===== config.mk =====
export PLATFORM = sky130hd
export DESIGN_NAME = chaos_map_engine
export DESIGN_NICKNAME = d
export VERILOG_FILES = /design/src/rtl/chaos_map_engine.sv
export SDC_FILE = /design/constraint.sdc
export NUM_CORES = 1
export LEC_CHECK = 0
export BUFFER_PORTS_ARGS = -buffer_cell sky130_fd_sc_hd__buf_2
export CAP_MARGIN = 0
export CORE_AREA = 5 5 124 126
export CTS_CLUSTER_DIAMETER = 60
export DETAILED_ROUTE_END_ITERATION = 8
export DIE_AREA = 0 0 129 131
export HOLD_SLACK_MARGIN = 0.12
export PLACE_DENSITY = 0.74
export SLEW_MARGIN = 0
export SYNTH_ARGS = -nofsm -noshare
export SYNTH_HDL_FRONTEND = slang
export SYNTH_SLANG_ARGS = --single-unit

===== constraint.sdc =====
create_clock -name clk -period 7.8 [get_ports clk]
set_clock_uncertainty 0.15 [all_clocks]
set_input_delay 0.78 -clock clk [delete_from_list [all_inputs] [get_ports clk]]
set_output_delay 0.78 -clock clk [all_outputs]
set_load 0.02 [all_outputs]

===== src/rtl/chaos_map_engine.sv =====
// Chaotic-map keystream datapath: tent50, logistic and tent runs in Q0.12 with done pulses.
// Optional seed guard (CHAOS_SEED_GUARD_EN) remaps degenerate seeds 0x000/0x800 to 0x5A5.
module chaos_map_engine #(
   parameter int DATA_WIDTH = 12,
   parameter int ITER_T50   = 16,
   parameter int ITER_LOG   = 8,
   parameter int ITER_T     = 16
) (
   input  logic                  clk,
   input  logic                  rst_n,
   input  logic                  flag1,
   input  logic                  flag2,
   input  logic [1:0]            order,
   input  logic [DATA_WIDTH-1:0] key_in,
   input  logic [DATA_WIDTH-1:0] key2,
   input  logic [DATA_WIDTH-1:0] tent,
   output logic [DATA_WIDTH-1:0] k,
   output logic [DATA_WIDTH-1:0] logistic_key_out,
   output logic                  done1,
   output logic                  done2,
   output logic                  done3,
   output logic                  busy
);

   localparam logic [DATA_WIDTH-1:0] HALF = DATA_WIDTH'(1) << (DATA_WIDTH - 1);
   localparam logic [DATA_WIDTH-1:0] MAXV = '1;

   typedef enum logic [2:0] {
      IDLE, T50, WAIT_ORD, LOG1, WAIT_F2, TENT, LOG2, HOLD
   } state_t;

   state_t                state;
   logic [DATA_WIDTH-1:0] x;
   logic [7:0]            cnt;
   logic [DATA_WIDTH-1:0] tent_x;
   logic [DATA_WIDTH-1:0] logi_x;
   logic [7:0]            log_len;

   function automatic logic [DATA_WIDTH-1:0] tent_map(input logic [DATA_WIDTH-1:0] v);
      logic [DATA_WIDTH-1:0] r;
      r = (v < HALF) ? v : (MAXV - v);
      return {r[DATA_WIDTH-2:0], 1'b0};
   endfunction

   // The product never exceeds 2^22, so bits [21:10] hold the whole scaled result.
   function automatic logic [DATA_WIDTH-1:0] logi_map(input logic [DATA_WIDTH-1:0] v);
      logic [2*DATA_WIDTH-1:0] p;
      p = {{DATA_WIDTH{1'b0}}, v} * {{DATA_WIDTH{1'b0}}, MAXV - v};
      return p[2*DATA_WIDTH-3:DATA_WIDTH-2];
   endfunction

   function automatic logic [DATA_WIDTH-1:0] seed(input logic [DATA_WIDTH-1:0] v);
`ifdef CHAOS_SEED_GUARD_EN
      return (v == '0 || v == HALF) ? DATA_WIDTH'(12'h5A5) : v;
`else
      return v;
`endif
   endfunction

   assign tent_x  = tent_map(x);
   assign logi_x  = logi_map(x);
   assign log_len = 8'({6'd0, order} * 8'(ITER_LOG));

   always_ff @(posedge clk) begin
      if (!rst_n) begin
         state            <= IDLE;
         x                <= '0;
         cnt              <= '0;
         k                <= '0;
         logistic_key_out <= '0;
         done1            <= 1'b0;
         done2            <= 1'b0;
         done3            <= 1'b0;
         busy             <= 1'b0;
      end else begin
         done1 <= 1'b0;
         done2 <= 1'b0;
         done3 <= 1'b0;
         case (state)
            IDLE: if (flag1) begin
               x     <= seed(key_in);
               cnt   <= 8'(ITER_T50);
               state <= T50;
               busy  <= 1'b1;
            end
            T50: begin
               x   <= tent_x;
               cnt <= cnt - 8'd1;
               if (cnt == 8'd1) begin
                  k     <= tent_x;
                  done1 <= 1'b1;
                  state <= WAIT_ORD;
                  busy  <= 1'b0;
               end
            end
            WAIT_ORD: if (order != 2'd0) begin
               x     <= seed(key2);
               cnt   <= log_len;
               state <= LOG1;
               busy  <= 1'b1;
            end
            LOG1, LOG2: begin
               x   <= logi_x;
               cnt <= cnt - 8'd1;
               if (cnt == 8'd1) begin
                  logistic_key_out <= logi_x;
                  done2            <= 1'b1;
                  state            <= (state == LOG1) ? WAIT_F2 : HOLD;
                  busy             <= 1'b0;
               end
            end
            WAIT_F2: if (flag2) begin
               x     <= seed(tent);
               cnt   <= 8'(ITER_T);
               state <= TENT;
               busy  <= 1'b1;
            end
            TENT: begin
               x   <= tent_x;
               cnt <= cnt - 8'd1;
               // Hand straight to the final logistic round; busy stays high across it.
               if (cnt == 8'd1) begin
                  done3 <= 1'b1;
                  x     <= seed(tent_x);
                  cnt   <= log_len;
                  state <= LOG2;
               end
            end
            HOLD: if (!flag1 && !flag2) state <= IDLE;
            default: state <= IDLE;
         endcase
      end
   end

endmodule


==> qor_table.md, run 1 <==
| Step | Quantity | This run |
|---|---|---|
| outcome | Status | finished clean |
| global route | Vias in the first global route | 5708 |
| placement | Number of port buffers | 68 |
| route | Total via count in the routed design | 5723 |
| worst hold path | HP Start | logistic_key_out[3]$_SDFFE_PN0P_ |
| timing | Aggregate negative setup slack | 0 ps |
| logic synthesis | Top cells by area in the synthesized netlist | fa_1 25%, ha_1 16%, dfxtp_1 14% |
| finish | Sequential cell area | 1001 um2 |
| global route | Initial antenna violation count | 0 |
| logic synthesis | Top flip-flop cell by instance count after synthesis | dfxtp_1 |
| critical path | Critical Path End Type | register |
| floorplan | Die Y | 131 um |
| critical path | Number of cells on the worst reg-to-reg path | 18 |
| logic synthesis | Total nets after synthesis | 1036 |
| logic synthesis | Sequential cell area fraction in the yosys report | 14.49% |
| critical path | Register-to-Register Setup Slack | 1630 ps |
| clock network | Resized cells post-CTS | 0 |
| global route | Gr ovfl total | 0 |
| timing | Total count of max-transition violations in the final report | 0 |
| timing | Worst Max-Slew Pin Slew | 985.8 ps |
| route | Antenna-violating nets left | 0 |
| logic synthesis | Number of standard cells after synthesis | 819 |
| critical path | Largest fanout on the critical path | 14 |
| floorplan | I/O pin total | 70 |
| finish | Count of fill cells added during filler insertion | 1387 |
| route | Initial drt markers | 385 |
| global route | Global-route total usage across every layer | 21.64% |
| route | Via count normalized by instance count | 5.524 |
| logic synthesis | Number of warning messages in the yosys log | 0 |
| logic synthesis | Mean Syn Cell Area | 8.435 um2 |
| floorplan | Total number of placement rows | 44 |
| logic synthesis | Library cell occupying the most area in the post-synthesis netlist | fa_1 |
| placement | Final RePlAce weighted congestion | 0.9133 |
| clock network | Clk Tree Root Cell | clkbuf_16 |
| worst hold path | Kind of path behind the tightest hold check | reg -> reg |
| clock network | Max H-tree Level | 2 |
| critical path | CP cell instances | clkinv_1 > ha_1 > fa_1 > inv_1 > fa_1 > inv_1 > fa_1 > inv_1 > fa_1 > inv_1 > ha_1 > ha_1 > a21oi_2 > nand2_1 > a21oi_1 > a31oi_1 > or3_1 > a21oi_1 |
| clock network | TritonCTS buffer count | 5 |
| critical path | Destination of the worst register-to-register timing path | logistic_key_out[10]$_SDFFE_PN0P_ |
| logic synthesis | Distinct cell type count after synthesis | 68 |
| clock network | Clock insertion delay at the later pin of the skew report | 300 ps |
| clock network | Number of buffers inserted to repair setup after CTS | 0 |
| critical path | Arrival time at the worst endpoint | 6240 ps |
| finish | Inserted Diodes | 0 |
| timing | Count of endpoints failing hold in the final timing report | 0 |
| critical path | Critical path class | reg -> reg |
| timing | Shortest clock period the worst path allows after layout | 6172 ps |
| critical path | Critical-path top delay cell | dfxtp_1 |
| critical path | Delay contributed by the slowest stage of the critical path | 810 ps |
| clock network | Number of hold buffers added after cts | 0 |
| timing | Unrepaired setup endpoints after global routing | no |
| timing | Worst-case headroom to the max-slew limit | 33.88% |
| timing | Upper clock frequency limit | 162.0 MHz |
| clock network | Clock slew seen by the registers of the worst setup and hold paths | 80 ps |
| logic synthesis | Total of flip-flops plus latches after synthesis | 50 |
| global route | Largest net degree at the start of global routing | 32 |
| floorplan | Horizontal die dimension | 129 um |
| clock network | TritonCTS clock tree | yes |
| critical path | Data required time of the critical path | 7870 ps |
| logic synthesis | Post-synth top area share | 24.63% |
| clock network | # clock sinks | 50 |
| critical path | Worst flop-to-flop path startpoint | x[6]$_SDFFE_PN0P_ |
| clock network | CTS max path bufs | 2 |
| critical path | Type of element launching the critical path | register |
| route | Post-route DRC violation count | 0 |
| finish | Total Nets Final | 1068 |
| logic synthesis | Commonest cells post-synth | 140 x inv_1, 90 x ha_1, 85 x fa_1 |
| floorplan | Core box area | 14200 um2 |
| finish | Multi-input gate area | 5176 um2 |
| route | Detailed Routing Iterations Pass 1 | 5 |
| route | Post-DR wirelength/cell | 17.24 um |
| worst hold path | End of the worst hold path | logistic_key_out[3]$_SDFFE_PN0P_ |
| route | DRT Wirelength | 17860 um |
| logic synthesis | Proportion of register bits with asynchronous set or reset after synthesis | 0% |
| timing | Share of the clock period used by the worst path after layout | 79.12% |
| finish | Area added between synthesis and finish | 8.133% |
| logic synthesis | Dominant cell by count in the synthesized netlist | inv_1 |
| worst hold path | Count of cells along the worst hold path | 2 |
| floorplan | Total Die Area | 16900 um2 |
| logic synthesis | Number of synthesized flops with an enable pin | 0 |
| finish | Share of final-layout standard cells stronger than drive strength 1 | 11.27% |
| logic synthesis | Area of the mapped netlist | 6908 um2 |
| timing | Count of final setup violators | 0 |
| floorplan | Initial cell density of the core | 48.63% |
| placement | HPWL after DPL | 13970 um |
| global route | First-pass GRT wire length | 29080 um |
| job | Max-cap check violation count | 0 |
flip-flops by register name (all words and copies together), names as in the netlist:
name and cells:
done1 1, x 12, state 3, cnt 8
logistic_key_out 12, busy 1, done2 1, k 11
done3 1
metal layers:
metal / global-route usage [%] / vias to the layer above / wire length [um]
met2: 36.49 / 212 / 8500
li1: - / 2727 / -
met4: 6.547 / 0 / 493
met5: 0 / - / 0
met1: 29.68 / 2752 / 7915
met3: 1.951 / 32 / 955
worst max-delay path: cells and delay by family (launching register included):
family          cells  cell delay [ps]
fa+ha+maj           7             3030
buf+inv             5              730
flops               1              810
compound gates      4              920
simple gates        2              440
metrics by stage:
step / utilization (%) / setup slack, ps / cell area, um2 / std cells / hold WS, ps
6_report: 52.59 / 1628 / 7470 / 1036 / 310.3
3_5_place_dp: 51.37 / 1767 / 7296 / 1028 / 302.4
4_1_cts: 52.59 / 1788 / 7470 / 1036 / 313.3
5_1_grt: 52.59 / 1350 / 7470 / 1036 / 339.8
3_3_place_gp: 51.37 / 1816 / 7296 / 1028 / 300.1
2_1_floorplan: - / 2408 / 6908 / 819 / 334.0
layout make-up:
| type | count | share of cell area, % |
|---|---|---|
| Tap cell | 184 | 3.082 |
| Clock inverter | 3 | 0.6533 |
| Sequential cell | 50 | 13.40 |
| Timing Repair Buffer | 70 | 4.757 |
| Multi-Input combinational cell | 582 | 69.30 |
| Inverter | 142 | 7.136 |
| Clock buffer | 5 | 1.675 |
placed cells by master, fill, tap and decap left out, types with 3 or more instances in the layout:
cell       netlist  routed
o2bb2ai_1        6       6
nor2_1          81      81
ha_1            90      90
a211oi_1        15      15
fa_1            85      85
nor3_1           9       9
nor2b_1          8       8
xnor2_1         12      12
dfxtp_1         50      50
nand2_1         80      80
o21ai_1          5       5
or3_1            4       4
o211ai_1        14      14
xor2_1           8       8
a221oi_1         9       9
a31oi_1          5       5
nand2b_1         5       5
o21ai_0         21      21
o21a_1           6       6
inv_1          140     140
buf_2           15      68
a21oi_1         37      37
a21o_1           5       5
nand4_1          3       3
mux2i_1          4       4
nand3_1         17      17
and2_1           6       6
clkbuf_16        0       5
cell families (layout without fill, tap and decap cells):
family	count (synthesis)	count (layout)	share of synthesized area (%)
AND/OR/NAND/NOR	226	226	15.00
buffers and inverters	187	220	10.58
adder cells (fa/ha/maj)	175	175	40.93
AO/OA/AOI/OAI	156	156	15.83
flip-flops	50	50	14.49
XOR/XNOR	20	20	2.536
multiplexers	4	4	0.5796
other	1	1	0.05429
worst max-delay path by stage:
stage                      start                                 to  slack, ps  depth (start not counted)
6_report       x[6]$_SDFFE_PN0P_  logistic_key_out[10]$_SDFFE_PN0P_       1630                         18
5_1_grt        x[7]$_SDFFE_PN0P_   logistic_key_out[9]$_SDFFE_PN0P_       1350                         16
4_1_cts        x[6]$_SDFFE_PN0P_  logistic_key_out[10]$_SDFFE_PN0P_       1790                         18
3_5_place_dp   x[6]$_SDFFE_PN0P_  logistic_key_out[10]$_SDFFE_PN0P_       1770                         18
2_1_floorplan  x[3]$_SDFFE_PN0P_  logistic_key_out[10]$_SDFFE_PN0P_       2410                         20
3_3_place_gp   x[6]$_SDFFE_PN0P_  logistic_key_out[10]$_SDFFE_PN0P_       1820                         18
Power of run 1 is left out: the tool's default activity adds up to more than one toggle a clock period on the data nets, which glitch-free logic cannot reach.
==> run 2, diff against run 1 <==
==> constraint.sdc (replaced) <==
create_clock -name clk -period 5.8 [get_ports clk]
set_clock_uncertainty 0.15 [all_clocks]
set_input_delay 0.58 -clock clk [delete_from_list [all_inputs] [get_ports clk]]
set_output_delay 0.58 -clock clk [all_outputs]
set_load 0.02 [all_outputs]
==> qor_table.md, run 2 (synthesis results as in run 1) <==
| Step | Quantity | This run | Delta |
|---|---|---|---|
| outcome | Status | finished clean |  |
| clock network | TritonCTS clock tree | yes |  |
| finish | Top Registers | logistic_key_out: 12 flops, x: 12 flops, k: 11 flops |  |
| timing | Share of the clock period used by the worst path after layout | 93.28% | +14 points |
| floorplan | Initial cell density of the core | 48.63% | unchanged |
| route | Initial drt markers | 354 | -8.1% |
| placement | Number of port buffers | 68 | unchanged |
| global route | GR Util met1 | 29.10% | -0.58 points |
| floorplan | Horizontal die dimension | 129 um | unchanged |
| route | Post-DR wirelength/cell | 17.28 um | +0.20% |
| global route | Global-route total usage across every layer | 22.45% | +0.81 points |
| timing | Count of endpoints failing hold in the final timing report | 0 | unchanged |
| critical path | Type of element launching the critical path | register |  |
| finish | Area added between synthesis and finish | 10.36% |  |
| clock network | # clock sinks | 50 | unchanged |
| clock network | Clock insertion delay at the later pin of the skew report | 300 ps | about the same |
| global route | First-pass GRT wire length | 29960 um | +3.0% |
| route | Total via count in the routed design | 5838 | +2.0% |
| global route | Met3 usage | 3.089% | +1.1 points |
| placement | Final RePlAce weighted congestion | 1.003 | +9.8% |
| critical path | Critical Path End Type | register |  |
| timing | Total count of max-transition violations in the final report | 0 | unchanged |
| clock network | Clock slew seen by the registers of the worst setup and hold paths | 70 ps | about the same |
| route | Post-route DRC violation count | 0 | unchanged |
| clock network | Max H-tree Level | 2 | unchanged |
| clock network | CTS max path bufs | 2 | unchanged |
| critical path | Arrival time at the worst endpoint | 5490 ps | -750 ps |
| floorplan | I/O pin total | 70 | unchanged |
| finish | Commonest cells after routing, fill and taps aside | 139 x inv_1, 90 x ha_1, 85 x fa_1, 81 x nor2_1, 80 x nand2_1 |  |
| finish | Final Instance Area | 7624 um2 | +2.1% |
| global route | Initial antenna violation count | 0 | unchanged |
| floorplan | Total number of placement rows | 44 | unchanged |
| timing | Upper clock frequency limit | 184.8 MHz | +14% |
| placement | Area after DPL | 7438 um2 | +2.0% |
| route | Via count normalized by instance count | 5.528 | about the same |
| critical path | Data required time of the critical path | 5880 ps | -1990 ps |
| global route | Largest net degree at the start of global routing | 32 | unchanged |
| worst hold path | Count of cells along the worst hold path | 2 | unchanged |
| global route | Vias in the first global route | 5891 | +3.2% |
| floorplan | Total Die Area | 16900 um2 | unchanged |
| finish | Leading cell type in the layout, fill and taps excluded | inv_1 |  |
| placement | HPWL after DPL | 14740 um | +5.5% |
| finish | Inserted Diodes | 0 | unchanged |
| critical path | Critical path class | reg -> reg |  |
| global route | GR Layer Usage met2 | 39.18% | +2.7 points |
| global route | Gr ovfl total | 0 | unchanged |
| job | Max-cap check violation count | 0 | unchanged |
| clock network | Clk Tree Root Cell | clkbuf_16 |  |
| worst hold path | Kind of path behind the tightest hold check | reg -> reg |  |
| route | Detailed Routing Iterations Pass 1 | 5 | unchanged |
| floorplan | Core box area | 14200 um2 | unchanged |
| timing | Count of final setup violators | 0 | unchanged |
| timing | Unrepaired setup endpoints after global routing | no |  |
| route | Antenna-violating nets left | 0 | unchanged |
| finish | Count of fill cells added during filler insertion | 1346 | -3.0% |
| timing | Aggregate negative setup slack | 0 ps | unchanged |
| route | DRT Wirelength | 18240 um | +2.1% |
| finish | Share of final-layout standard cells stronger than drive strength 1 | 13.53% | +2.3 points |
| timing | Shortest clock period the worst path allows after layout | 5411 ps | -761.0 ps |
| finish | Total Nets Final | 1088 | +1.9% |
| critical path | Number of cells on the worst reg-to-reg path | 17 | -1 |
| global route | GR peak layer | met2 |  |
| floorplan | Die Y | 131 um | unchanged |
| timing | Worst Max-Slew Pin Slew | 1027 ps | +41.64 ps |
| critical path | Largest fanout on the critical path | 7 | -7 |
| clock network | TritonCTS buffer count | 5 | unchanged |
| timing | Worst-case headroom to the max-slew limit | 31.09% | -2.8 points |
==> run 2: cell types whose count changed in the layout (fill, tap and decap cells not counted) <==
| cell | delta |
|---|---|
| dfxtp_1 | -1 |
| dfxtp_2 | +1 |
| buf_4 | +20 |
| inv_8 | -1 |
| inv_1 | -1 |
| inv_6 | +1 |
| clkinv_4 | +1 |
==> run 2: critical path: stages (launching register included) <==
cell and delay, ps:
dfxtp_1 550, clkinv_1 150, nor2_1 170, fa_1 450
fa_1 530, fa_1 520, fa_1 560, inv_1 60
fa_1 540, inv_1 40, ha_1 390, nor2_1 80
buf_4 160, o31ai_1 310, nand2_1 160, a211oi_1 240
a41oi_1 100, a31oi_1 190
==> run 2: layer usage <==
| metal | part of all wire, % | vias up | wire (um) |
|---|---|---|---|
| met1 | 42 | 2824 | 7728 |
| met3 | 5.7 | 31 | 1033 |
| li1 | - | 2779 | - |
| met5 | 0 | - | 0 |
| met2 | 49 | 204 | 9009 |
| met4 | 2.6 | 0 | 472 |
==> run 2: timing repair <==
action | CTS | global route
hold buffers | 0 | 0
gates resized for setup | 0 | 2
setup endpoints to repair | 0 | 5
setup buffers | 0 | 1
==> run 2: worst paths after layout <==
kind / from / end / slack [ps]
setup reg to reg: x[7]$_SDFFE_PN0P_ / logistic_key_out[9]$_SDFFE_PN0P_ / 390
hold reg to reg: logistic_key_out[3]$_SDFFE_PN0P_ / logistic_key_out[3]$_SDFFE_PN0P_ / 330
hold / removal: logistic_key_out[3]$_SDFFE_PN0P_ / logistic_key_out[3]$_SDFFE_PN0P_ / 330
setup / recovery: x[7]$_SDFFE_PN0P_ / logistic_key_out[9]$_SDFFE_PN0P_ / 390
==> run 2: layout make-up <==
type / count / area, um2 / share of cell area [%]
flip-flops and latches: 50 / 1002 / 13.15
repair buffers: 90 / 505.5 / 6.631
well taps: 184 / 230.2 / 3.020
clock buffers: 5 / 125.1 / 1.641
clock inverters: 3 / 47.55 / 0.6237
inverters: 142 / 536.8 / 7.041
multi-input cells: 582 / 5176 / 67.90
==> run 2: through the flow <==
step	std cells	hold slack [ps]	setup slack, ps	utilization (%)
CTS	1055	332.8	330.7	53.59
floorplan	819	334.0	408.1	-
global placement	1047	318.8	396.8	52.37
detailed placement	1047	317.1	358.1	52.37
finish	1056	334.4	389.5	53.67
global route	1056	361.1	117.4	53.67
Power of run 2 is left out for the same reason.
